<file path="config.mk">
export PLATFORM = sky130hd
export DESIGN_NAME = hazard_scoreboard_unit
export DESIGN_NICKNAME = d
export VERILOG_FILES = /design/src/rtl/hazard_scoreboard_unit.sv
export SDC_FILE = /design/constraint.sdc
export NUM_CORES = 1
export LEC_CHECK = 0
export CAP_MARGIN = 5
export CORE_MARGIN = 3
export CORE_UTILIZATION = 35
export DETAILED_ROUTE_END_ITERATION = 7
export GPL_ROUTABILITY_DRIVEN = 0
export PLACE_DENSITY = 0.73
export SLEW_MARGIN = 20
export SYNTH_ARGS = -nofsm -noshare
export SYNTH_HDL_FRONTEND = slang
export SYNTH_SLANG_ARGS = --single-unit
</file>
<file path="constraint.sdc">
create_clock -name clk -period 2.7 [get_ports clk]
set_input_delay 0.81 -clock clk [delete_from_list [all_inputs] [get_ports clk]]
set_output_delay 0.81 -clock clk [all_outputs]
set_load 0.005 [all_outputs]
</file>
<file path="src/rtl/hazard_scoreboard_unit.sv">
`default_nettype none
// ============================================================================
//  Module   : hazard_scoreboard_unit
//  Purpose  : Decode-stage hazard scoreboard: forwarding select, load-use and
//             MULT/DIV R0 stall. Optional R0 tracking: HAZ_MULDIV_TRACK_EN.
//  Revision : 1.0 - initial release
// ============================================================================
module hazard_scoreboard_unit #(
   parameter  int NUM_REGS    = 16,
   parameter  int TRACK_DEPTH = 2,
   parameter  int MULDIV_LAT  = 4,
   localparam int RW          = (NUM_REGS > 1) ? $clog2(NUM_REGS) : 1
) (
   input  logic          clk,
   input  logic          rst_n,
   input  logic          id_valid,
   input  logic          flush,
   input  logic [RW-1:0] id_src1,
   input  logic [RW-1:0] id_src2,
   input  logic          id_src1_en,
   input  logic          id_src2_en,
   input  logic [RW-1:0] id_dst,
   input  logic          id_dst_en,
   input  logic          id_is_load,
   input  logic          id_is_muldiv,
   input  logic          id_reads_r0,
   output logic          stall,
   output logic [2:0]    fwd_sel1,
   output logic [2:0]    fwd_sel2,
   output logic          r0_busy
);

   logic [TRACK_DEPTH-1:0]         r_valid;
   logic [TRACK_DEPTH-1:0]         r_load;
   logic [TRACK_DEPTH-1:0][RW-1:0] r_dst;

   logic w_load_use;
   logic w_r0_hazard;

   always_ff @(posedge clk or negedge rst_n) begin
      if (!rst_n) begin
         r_valid[0] <= 1'b0;
         r_load[0]  <= 1'b0;
         r_dst[0]   <= '0;
      end else begin
         r_valid[0] <= !flush && id_valid && id_dst_en && !stall;
         r_load[0]  <= id_is_load;
         r_dst[0]   <= id_dst;
      end
   end

   generate
      for (genvar k = 1; k < TRACK_DEPTH; k++) begin : g_shift
         always_ff @(posedge clk or negedge rst_n) begin
            if (!rst_n) begin
               r_valid[k] <= 1'b0;
               r_load[k]  <= 1'b0;
               r_dst[k]   <= '0;
            end else begin
               r_valid[k] <= !flush && r_valid[k-1];
               r_load[k]  <= r_load[k-1];
               r_dst[k]   <= r_dst[k-1];
            end
         end
      end
   endgenerate

   // Scan oldest to youngest so the youngest matching writer overrides.
   always_comb begin
      fwd_sel1 = 3'd0;
      fwd_sel2 = 3'd0;
      for (int k = TRACK_DEPTH - 1; k >= 0; k--) begin
         if (r_valid[k] && id_src1_en && (r_dst[k] == id_src1)) fwd_sel1 = 3'(k + 1);
         if (r_valid[k] && id_src2_en && (r_dst[k] == id_src2)) fwd_sel2 = 3'(k + 1);
      end
   end

   assign w_load_use = r_valid[0] && r_load[0] &&
                       ((id_src1_en && (r_dst[0] == id_src1)) ||
                        (id_src2_en && (r_dst[0] == id_src2)));

`ifdef HAZ_MULDIV_TRACK_EN
   logic [3:0] r_cnt;

   always_ff @(posedge clk or negedge rst_n) begin
      if (!rst_n)                                 r_cnt <= 4'd0;
      else if (flush)                             r_cnt <= 4'd0;
      else if (id_valid && id_is_muldiv && !stall) r_cnt <= 4'(MULDIV_LAT - 1);
      else if (r_cnt != 4'd0)                     r_cnt <= r_cnt - 4'd1;
   end

   assign r0_busy     = (r_cnt != 4'd0);
   assign w_r0_hazard = r0_busy &&
                        (id_reads_r0 || id_is_muldiv ||
                         (id_src1_en && (id_src1 == '0)) ||
                         (id_src2_en && (id_src2 == '0)) ||
                         (id_dst_en  && (id_dst  == '0)));
`else
   logic w_unused;
   assign w_unused    = &{1'b0, id_reads_r0, id_is_muldiv};
   assign r0_busy     = 1'b0;
   assign w_r0_hazard = 1'b0;
`endif

   assign stall = id_valid && (w_load_use || w_r0_hazard);

`ifndef SYNTHESIS
   always_ff @(posedge clk) begin
      if (rst_n) begin
         assert (32'(fwd_sel1) <= TRACK_DEPTH) else $error("fwd_sel1 out of range: %0d", fwd_sel1);
         assert (32'(fwd_sel2) <= TRACK_DEPTH) else $error("fwd_sel2 out of range: %0d", fwd_sel2);
      end
   end
`endif

endmodule
`default_nettype wire

</file>
==> impl_table.tex <==
\begin{tabular}{lr}
\hline
Metric & Value \\
\hline
\multicolumn{2}{l}{\textbf{Status}} \\
Outcome & completed \\
\multicolumn{2}{l}{\textbf{Yosys}} \\
Mean post-synth cell area & 11.1 um\^{}2 \\
Top cell types by occurrence after synthesis & sky130\_fd\_sc\_hd\_\_xnor2\_1, sky130\_fd\_sc\_hd\_\_dfrtp\_1, sky130\_fd\_sc\_hd\_\_nand3\_1 \\
Area fraction of the dominant cell type after synthesis & 0.494 \\
Cell type with the highest aggregate area in the netlist & sky130\_fd\_sc\_hd\_\_dfrtp\_1 \\
Yosys synthesis warning count & 0 \\
Number of cells produced by synthesis & 50 \\
Share of synthesized registers carrying an async set or reset & 1.00 \\
Area of the mapped netlist & 557 um\^{}2 \\
Share of synthesized area occupied by flip-flops and latches & 0.494 \\
Largest cells by area after synthesis & sky130\_fd\_sc\_hd\_\_dfrtp\_1, sky130\_fd\_sc\_hd\_\_xnor2\_1, sky130\_fd\_sc\_hd\_\_buf\_4 \\
Number of different library cells in the post-synthesis netlist & 15 \\
Register bit total from synthesis & 11 \\
Top-count cell post-synth & sky130\_fd\_sc\_hd\_\_xnor2\_1 \\
Predominant post-synthesis flop cell & sky130\_fd\_sc\_hd\_\_dfrtp\_1 \\
Number of enable flip-flop cells after synthesis & 0 \\
\multicolumn{2}{l}{\textbf{Global route}} \\
Overflow left after global routing & 0 \\
Global router's overall resource usage & 0.118 \\
Antenna violations before repair & 0 \\
First-pass GRT wire length & 1.70 mm \\
Number of global-route vias before repair & 447 \\
Maximum number of pins on one net before global-route repair & 12 \\
\multicolumn{2}{l}{\textbf{Timing}} \\
Maximum achievable frequency & 381 MHz \\
Final worst-path cycle share & 0.973 \\
Final-report max-slew violation count & 0 \\
Minimum clock period & 2.63 ns \\
Number of failing hold endpoints at the final stage & 0 \\
Skew final & 0.00534 ns \\
Setup violation total in the final timing report & 0 \\
Unrepaired setup endpoints after global routing & no \\
Setup TNS after final layout & 0 ns \\
\multicolumn{2}{l}{\textbf{Critical path}} \\
Crit path capture type & output port \\
Dominant delay contributor by cell family on the critical path & buffers and inverters \\
Longest individual stage delay on the worst path & 0.25 ns \\
Reg-to-reg endpoint & r\_valid[0] \\
Cell Chain, Critical Path & dlygate4sd2\_1, xnor2\_1, nand3\_2, o22ai\_2, and2\_1, buf\_2 \\
Worst Reg-to-Reg Cells & 5 \\
Setup slack of the worst register-to-register path & 1.44 ns \\
Kind of critical path & in2out \\
CP max-delay cell & sky130\_fd\_sc\_hd\_\_dlygate4sd2\_1 \\
Required time of the critical path & 1.89 ns \\
Data arrival, critical path & 1.82 ns \\
Type of element launching the critical path & input port \\
Highest fanout seen on the critical path & 2 \\
Buffering stage count on the worst path with inverters included & 2 \\
Number of gates on the worst path with buffers counted & 6 \\
Startpoint of the worst register-to-register path & r\_dst[0] \\
\multicolumn{2}{l}{\textbf{Floorplanning}} \\
Vertical die dimension & 45.9 um \\
Effective utilization at floorplan & 0.398 \\
Top Ports & 30 \\
Rows & 13 \\
Die width & 45.9 um \\
Area of the core region & 0.00140 mm\^{}2 \\
Die Footprint & 0.00211 mm\^{}2 \\
\multicolumn{2}{l}{\textbf{Route}} \\
Router iterations before antenna repair & 3 \\
Detail Route Antenna Nets & 0 \\
Post-route DRC violation count & 0 \\
Final wirelength & 1.12 mm \\
Detailed Route Iter0 Violations & 1 \\
Routed vias & 453 \\
Via density per instance & 4.53 \\
Wire length per cell & 11.2 um \\
\multicolumn{2}{l}{\textbf{Cells and area}} \\
Antenna cell count & 0 \\
Share of cells above drive strength 1 & 0.318 \\
Area grow syn2layout & 64.9\% \\
Post-Layout Cell Count & 100 \\
Fin util & 0.657 \\
Final nets & 108 \\
\multicolumn{2}{l}{\textbf{Place}} \\
Placed cells & 95 \\
Quantity of I/O buffers inserted on ports & 24 \\
Dpl hpwl & 916 um \\
\multicolumn{2}{l}{\textbf{Clocking}} \\
CTS sink cnt & 11 \\
Root buf cell & sky130\_fd\_sc\_hd\_\_clkbuf\_4 \\
Clock tree from TritonCTS & built \\
Maximum clock insertion buffer count & 2 \\
Max H-tree Level & 1 \\
Number of hold-repair buffers added at the cts stage & 0 \\
Clock network latency to the later pin of the worst-skew pair & 0.26 ns \\
Clock buffer count from CTS & 3 \\
Clock slew seen by the registers of the worst setup and hold paths & 0.07 ns \\
\multicolumn{2}{l}{\textbf{Run}} \\
Total of max-cap violations & 0 \\
\multicolumn{2}{l}{\textbf{Power and ir drop}} \\
Peak VDD IR & 0.000233 V \\
Cell area power density & 402 mW/mm\^{}2 \\
Static leakage & 0.415 nW \\
\multicolumn{2}{l}{\textbf{Worst hold path}} \\
End point of the worst hold path & r\_dst[4] \\
Path class of the lowest-slack min-delay path & reg2reg \\
Hold Path Origin & r\_dst[0] \\
WHS Path Cells & 0 \\
\hline
\end{tabular}
[state kept, by name, indices dropped and copies added (netlist names)]
register / count
r_load: 1
r_dst: 8
r_valid: 2
[power by group]
part           switching, mW  total [mW]  internal, mW
registers            0.00765       0.180         0.173
logic                 0.0329      0.0834        0.0506
clock network         0.0487       0.106        0.0570
[cell type report]
| type | instances | area [um^2] |
|---|---|---|
| clock buffer | 4 | 26.3 |
| fill | 124 | 480 |
| inverter | 1 | 3.75 |
| multi-input combinational | 37 | 324 |
| sequential | 11 | 275 |
| tap | 15 | 18.8 |
| timing repair buffer | 32 | 270 |
[through the flow]
| step | instance area (um^2) | setup WS, ns | hold WS [ns] | power (mW) |
|---|---|---|---|---|
| after floorplan | 564 | 0.486 | 0.411 | 0.216 |
| after global placement | 853 | -0.565 | 0.418 | 0.260 |
| after detailed placement | 853 | -0.575 | 0.422 | 0.261 |
| after CTS | 882 | 0.00546 | 0.452 | 0.368 |
| after global routing | 918 | 0.0235 | 0.462 | 0.395 |
| final | 918 | 0.0719 | 0.447 | 0.369 |
[placed cells by master (no fill, tap or decap), types with 2 or more instances in the layout]
cell and n:
sky130_fd_sc_hd__conb_1 3, sky130_fd_sc_hd__clkbuf_2 3, sky130_fd_sc_hd__clkbuf_4 3, sky130_fd_sc_hd__nand3_1 4
sky130_fd_sc_hd__xnor2_1 12, sky130_fd_sc_hd__dlygate4sd2_1 8, sky130_fd_sc_hd__clkdlybuf4s15_1 2, sky130_fd_sc_hd__clkdlybuf4s50_1 10
sky130_fd_sc_hd__xnor2_2 4, sky130_fd_sc_hd__dfrtp_1 11, sky130_fd_sc_hd__buf_4 8, sky130_fd_sc_hd__nand2_1 2
sky130_fd_sc_hd__nand3_2 2, sky130_fd_sc_hd__nor3_4 2, sky130_fd_sc_hd__nor3_2 2
[worst max-delay path by stage]
stage	from	end
final	id_src1[0]	stall
after global routing	id_src1[0]	stall
after CTS	id_src2[2]	stall
after detailed placement	id_src1[2]	stall
after global placement	id_src1[2]	stall
after floorplan	id_src1[2]	stall
[per-layer routing]
layer / wire length (um) / global-route usage / vias up
met2: 597 / 0.187 / 14
met4: 9 / 0.0852 / 0
met1: 435 / 0.139 / 207
met5: 0 / 0 / -
li1: - / - / 230
met3: 75 / 0.0237 / 2
[kinds of logic (layout without fill, tap and decap cells)]
group / Yosys count / in the layout / share of synthesized area
AOI/OAI and AO/OA: 2 / 2 / 0.0247
DFF: 11 / 11 / 0.494
xor gates and xnor gates: 16 / 16 / 0.252
buffers and inverters: 4 / 37 / 0.0472
and+or+nand+nor: 16 / 16 / 0.175
other: 1 / 3 / 0.00674
[what timing repair did]
action	in CTS	in global routing
setup buffers	0	1
gates resized for setup	20	15
endpoints found under the setup margin	5	4
pin swaps	13	12
No activity file was read; power rests on OpenSTA's default activity.
